`config.mk`:
```
export PLATFORM = sky130hd
export DESIGN_NAME = jtcps1_bank_sched
export DESIGN_NICKNAME = d
export VERILOG_FILES = /design/src/rtl/jtcps1_bank_sched.sv
export SDC_FILE = /design/constraint.sdc
export NUM_CORES = 1
export LEC_CHECK = 0
export CAP_MARGIN = 20
export CORE_ASPECT_RATIO = 0.7
export CORE_UTILIZATION = 41
export DETAILED_ROUTE_END_ITERATION = 12
export PLACE_DENSITY = 0.91
export SKIP_CTS_REPAIR_TIMING = 1
export SLEW_MARGIN = 20
export SYNTH_ARGS = -nofsm -noshare
export SYNTH_HDL_FRONTEND = slang
export SYNTH_SLANG_ARGS = --single-unit
export TNS_END_PERCENT = 30
```
`constraint.sdc`:
```
create_clock -name clk -period 1.8 [get_ports clk]
set_input_delay 0.36 -clock clk [delete_from_list [all_inputs] [get_ports clk]]
set_output_delay 0.36 -clock clk [all_outputs]
set_load 0.01 [all_outputs]
```
`src/rtl/jtcps1_bank_sched.sv`:
```
// Arbitrates the four CPS SDRAM bank requesters onto one controller command port
// and inserts auto-refresh, deferring it to vertical blank when video is active.
module jtcps1_bank_sched #(
  parameter int AW          = 23,
  parameter int PRIO0       = 1,
  parameter int RFSH_PERIOD = 750,
  parameter int RFSH_MAX    = 64,
  parameter int TIMEOUT     = 255
) (
  input  logic          clk,
  input  logic          rst,
  input  logic          LVBL,
  input  logic [AW-1:0] ba0_addr,
  input  logic [AW-1:0] ba1_addr,
  input  logic [AW-1:0] ba2_addr,
  input  logic [AW-1:0] ba3_addr,
  input  logic [3:0]    ba_rd,
  input  logic          ba_wr,
  input  logic [15:0]   ba0_din,
  input  logic [1:0]    ba0_din_m,
  output logic [3:0]    ba_ack,
  output logic [3:0]    ba_dst,
  output logic [3:0]    ba_rdy,
  output logic          sdram_req,
  output logic          sdram_rfsh,
  output logic [1:0]    sdram_ba,
  output logic [AW-1:0] sdram_addr,
  output logic          sdram_wr,
  output logic [15:0]   sdram_din,
  output logic [1:0]    sdram_mask,
  input  logic          sdram_gnt,
  input  logic          sdram_dst,
  input  logic          sdram_rdy,
  output logic          err,
  output logic [2:0]    dbg_state
);

  localparam logic [2:0] IDLE  = 3'd0;
  localparam logic [2:0] REQ   = 3'd1;
  localparam logic [2:0] WAIT  = 3'd2;
  localparam logic [2:0] RFSH  = 3'd3;
  localparam logic [2:0] RWAIT = 3'd4;

  localparam int CNT_W = $clog2(RFSH_PERIOD);
  localparam int AGE_W = $clog2(RFSH_MAX + 1);

  // Handshake: sdram_req/sdram_rfsh are valid and held with stable command
  // fields until sdram_gnt is sampled high; that cycle completes the transfer.
  logic [2:0]       state;
  logic [1:0]       sel;
  logic [1:0]       last_ba;
  logic [7:0]       to_cnt;
  logic [CNT_W-1:0] rfsh_cnt;
  logic             rfsh_pend;
  logic [AGE_W-1:0] rfsh_age;

  logic [3:0]    cand;
  logic          rfsh_go;
  logic          pick_vld;
  logic [1:0]    pick;
  logic [1:0]    scan_idx;
  logic [AW-1:0] pick_addr;
  logic [3:0]    sel_oh;
  logic          rfsh_wrap;

  always_comb begin
    cand     = ba_rd | {3'b0, ba_wr};
    rfsh_go  = rfsh_pend && (!LVBL || rfsh_age >= AGE_W'(RFSH_MAX) || cand == 4'd0);
    pick_vld = 1'b0;
    pick     = 2'd0;
    scan_idx = 2'd0;
    if (PRIO0 != 0 && cand[0]) begin
      pick_vld = 1'b1;
      pick     = 2'd0;
    end else begin
      // Scan farthest offset first so the nearest bank after last_ba wins.
      for (int i = 4; i >= 1; i--) begin
        scan_idx = last_ba + 2'(i);
        if (cand[scan_idx]) begin
          pick_vld = 1'b1;
          pick     = scan_idx;
        end
      end
    end
  end

  always_comb begin
    case (pick)
      2'd0:    pick_addr = ba0_addr;
      2'd1:    pick_addr = ba1_addr;
      2'd2:    pick_addr = ba2_addr;
      default: pick_addr = ba3_addr;
    endcase
  end

  assign rfsh_wrap = (rfsh_cnt == CNT_W'(RFSH_PERIOD - 1));

  always_ff @(posedge clk) begin
    if (rst) begin
      state      <= IDLE;
      sel        <= 2'd0;
      last_ba    <= 2'd3;
      to_cnt     <= 8'd0;
      rfsh_cnt   <= '0;
      rfsh_pend  <= 1'b0;
      rfsh_age   <= '0;
      sdram_addr <= '0;
      sdram_wr   <= 1'b0;
      sdram_din  <= 16'd0;
      sdram_mask <= 2'd0;
      err        <= 1'b0;
    end else begin
      rfsh_cnt <= rfsh_wrap ? '0 : rfsh_cnt + 1'b1;
      if (state == RFSH && sdram_gnt) begin
        rfsh_pend <= 1'b0;
        rfsh_age  <= '0;
      end else if (rfsh_pend && rfsh_age != AGE_W'(RFSH_MAX)) begin
        rfsh_age <= rfsh_age + 1'b1;
      end
      // A wrap that lands on the grant cycle starts the next period's request.
      if (rfsh_wrap) rfsh_pend <= 1'b1;

      case (state)
        IDLE: begin
          if (rfsh_go) begin
            state <= RFSH;
          end else if (pick_vld) begin
            state      <= REQ;
            sel        <= pick;
            sdram_addr <= pick_addr;
            sdram_wr   <= (pick == 2'd0) && ba_wr;
            sdram_din  <= ba0_din;
            sdram_mask <= ba0_din_m;
          end
        end
        REQ: begin
          if (sdram_gnt) begin
            state  <= WAIT;
            to_cnt <= 8'd0;
          end
        end
        WAIT: begin
          if (sdram_rdy) begin
            state   <= IDLE;
            last_ba <= sel;
          end else if (to_cnt == 8'(TIMEOUT - 1)) begin
            state   <= IDLE;
            last_ba <= sel;
            err     <= 1'b1;
          end else begin
            to_cnt <= to_cnt + 8'd1;
          end
        end
        RFSH:    if (sdram_gnt) state <= RWAIT;
        RWAIT:   if (sdram_rdy) state <= IDLE;
        default: state <= IDLE;
      endcase
    end
  end

  assign sel_oh     = 4'b0001 << sel;
  assign sdram_req  = (state == REQ);
  assign sdram_rfsh = (state == RFSH);
  assign sdram_ba   = sel;
  assign ba_ack     = (state == REQ && sdram_gnt) ? sel_oh : 4'd0;
  assign ba_dst     = (state == WAIT && sdram_dst && !sdram_wr) ? sel_oh : 4'd0;
  assign ba_rdy     = (state == WAIT && sdram_rdy) ? sel_oh : 4'd0;
  assign dbg_state  = state;

endmodule

```
==> results.sh <==
export IMPL_insertion_delay_ns=0.33
export IMPL_p_leak_nw=2.67
export IMPL_synth_nets=569
export IMPL_multiInputGateArea_mm2=0.00223
export IMPL_synth_async_reset_ratio=0
export IMPL_ys_flop_type="dfxtp_1"
export IMPL_crit_arrival_ns=1.50
export IMPL_vias_per_cell=5.41
export IMPL_power_per_cell_area_mw_per_mm2=787
export IMPL_fin_nets=785
export IMPL_drtIter0Drc=223
export IMPL_drtAntennaViolNets=0
export IMPL_clock_sinks=76
export IMPL_endpoint_kind="output pin"
export IMPL_drv_slew=0
export IMPL_syn_area_per_cell_um2=8.66
export IMPL_first_global_vias=4252
export IMPL_antenna_found_initial=1
export IMPL_num_vias=4266
export IMPL_drv_cap=0
export IMPL_rsz0062_at_grt="yes"
export IMPL_start_kind="flop"
export IMPL_drt_pass1_iter_count=5
export IMPL_cts_root_buf="clkbuf_16"
export IMPL_mappedNetlistArea_mm2=0.00383
export IMPL_yosysUniqueCellTypes=51
export IMPL_grt_pass1_wl_um=20600
export IMPL_drc_errors=0
export IMPL_timing_max_slew_rel_slack=0.717
export IMPL_fmax_mhz=536
export IMPL_violations="setup timing"
export IMPL_grt_use_total=0.264
export IMPL_hold_viol_final=0
export IMPL_post_place_ws_ns=-0.504
export IMPL_wirelength_um=13200
export IMPL_worstPathMaxFanout=4
export IMPL_clockBufferDepth=2
export IMPL_clkSlewWorstSetupHoldPaths_ns=0.06
export IMPL_start_util=0.422
export IMPL_die_h_um=82.8
export IMPL_netlist_top_cells_area="dfxtp_1 40%, o2bb2ai_2 7.8%, nand2_1 5.3%, nor2_1 4.3%, a21oi_1 4.2%"
export IMPL_hold_path_class="reg -> reg"
export IMPL_area_growth_pct=71.4
export IMPL_io_pins=183
export IMPL_gp_congestion=0.851
export IMPL_dp_cells=768
export IMPL_ys_warn_count=0
export IMPL_wl_per_cell_um=16.8
export IMPL_min_period_ns=1.86
export IMPL_dieArea_mm2=0.00973
export IMPL_core_area_mm2=0.00907
export IMPL_post_dp_cell_area_mm2=0.00609
export IMPL_power_total_w=0.00516
export IMPL_drive_above_1_share=0.190
export IMPL_io_buffers=182
export IMPL_grt_overflow_total=0
export IMPL_fin_skew_ns=0.00831
export IMPL_place_hpwl_um=9800
export IMPL_die_w_um=117
export IMPL_tns_ns=-0.129
export IMPL_numCtsBuffers=9
export IMPL_ys_seq_elements=76
export IMPL_worstMarginPinSlew_ns=0.425
export IMPL_required_ns=1.44
export IMPL_final_area_mm2=0.00656
export IMPL_layout_setup_ws_ns=-0.0642
export IMPL_ctsHtreeMaxLevel=3
export IMPL_synth_edff_count=0
export IMPL_layout_worst_path_cycle_share=1.04
export IMPL_grt_max_degree=32
export IMPL_setup_viol_count_final=8
export IMPL_synth_area_leader_cell="dfxtp_1"
export IMPL_synthCells=442
export IMPL_cts_tree="done"
export IMPL_layout_cells_non_filler=788
export IMPL_yosysSeqAreaShare=0.398
export IMPL_ff_latch_area_mm2=0.00154
export IMPL_vdd_drop_max_uv=481
export IMPL_status="finished with violations"
export IMPL_yosys_area_top_type_share=0.398
export IMPL_fill_cells=655
export IMPL_path_class="reg -> out"
export IMPL_rows=29
[layer usage]
| metal | GRT usage | vias up | share of wire | wire [µm] |
|---|---|---|---|---|
| li1 | - | 2045 | - | - |
| met3 | 0.0646 | 34 | 0.067 | 889 |
| met4 | 0.112 | 0 | 0.028 | 373 |
| met5 | 0 | - | 0 | 0 |
| met1 | 0.311 | 1996 | 0.42 | 5500 |
| met2 | 0.460 | 191 | 0.49 | 6460 |
[final timing paths]
check	from	endpoint	slack, ns	cells after the start
worst max-delay path	dbg_state[2]	ba_dst[0]	-0.06	6
worst min-delay path	sdram_mask[0]	sdram_mask[0]	0.46	2
worst max register to register	dbg_state[1]	sdram_addr[1]	-0.03	7
worst min register to register	sdram_mask[0]	sdram_mask[0]	0.46	2
[critical path, stage by stage (launching register included)]
cell,delay (ns)
dfxtp_1,0.31
nand2b_4,0.15
nor2_4,0.14
buf_6,0.10
nand3b_1,0.15
nor3_2,0.18
buf_2,0.15
[flip-flops by register name, indices dropped and copies added (netlist names)]
signal,flops
sdram_wr,1
sdram_addr,23
to_cnt,8
rfsh_cnt,10
last_ba,2
rfsh_pend,1
sdram_mask,2
sdram_ba,2
rfsh_age,7
sdram_din,16
dbg_state,3
err,1
[kinds of logic (layout without fill, tap and decap cells)]
logic type	Yosys count	in the layout	share of synthesized area
flops	76	76	0.398
mux	1	1	0.00262
compound gates	145	145	0.299
fa+ha+maj	6	6	0.0196
other cells	0	1	0
buf+inv	36	257	0.0432
simple gates	162	162	0.201
xor+xnor	16	16	0.0366
[power by group]
part	total, W	switching [W]	leakage [nW]	internal, W
combinational	0.00127	0.000544	1.88	0.000721
sequential	0.00191	0.000101	0.624	0.00181
clock	0.00199	0.000731	0.161	0.00126
[Yosys cell counts, types with 2 or more instances]
cell type  number
a22o_1         13
o21ai_1        22
and3_1          2
or2_2          10
xor2_1          9
inv_1          10
nand2_1        54
nand4_1         7
a211oi_1       15
a211oi_2        2
a222oi_1        9
a311oi_1        2
buf_2           6
nor3_1          9
a31oi_1         2
nand3b_1        2
nand2b_1       12
o2bb2ai_1       3
or3_1           6
o2bb2ai_2      20
ha_1            6
xnor2_1         7
o21a_1          3
o21ai_0        10
buf_6           3
clkbuf_1       14
and2_1          2
nand3_1         8
dfxtp_1        76
o22ai_1         2
buf_1           2
a21oi_1        32
nor2_1         44
[through the flow]
step                utilization  hold slack, ns
CTS                       0.707           0.458
floorplan                     -           0.445
detailed placement        0.671           0.450
global placement          0.671           0.442
global route              0.723           0.471
finish                    0.723           0.458
[placed cells by master (no fill, tap or decap), types with 9 or more instances in the layout]
cell,Yosys,layout
or2_2,10,9
clkbuf_16,0,9
a21oi_1,32,32
o21ai_1,22,21
a222oi_1,9,9
xor2_1,9,9
o2bb2ai_2,20,20
clkdlybuf4s50_1,0,163
nand2_1,54,53
dlymetal6s2s_1,0,15
dfxtp_1,76,70
a211oi_1,15,15
nand2b_1,12,10
buf_4,0,40
a22o_1,13,13
o21ai_0,10,9
inv_1,10,10
nor2_1,44,39
[final cells by class]
class	instances	area share
Multi-Input combinational cell	330	0.340
Sequential cell	76	0.235
Tap cell	124	0.0237
Timing Repair Buffer	230	0.346
Inverter	11	0.00629
Antenna cell	1	0.000381
Clock buffer	11	0.0370
Clock inverter	5	0.0126
(Power assumes the default switching activity.)
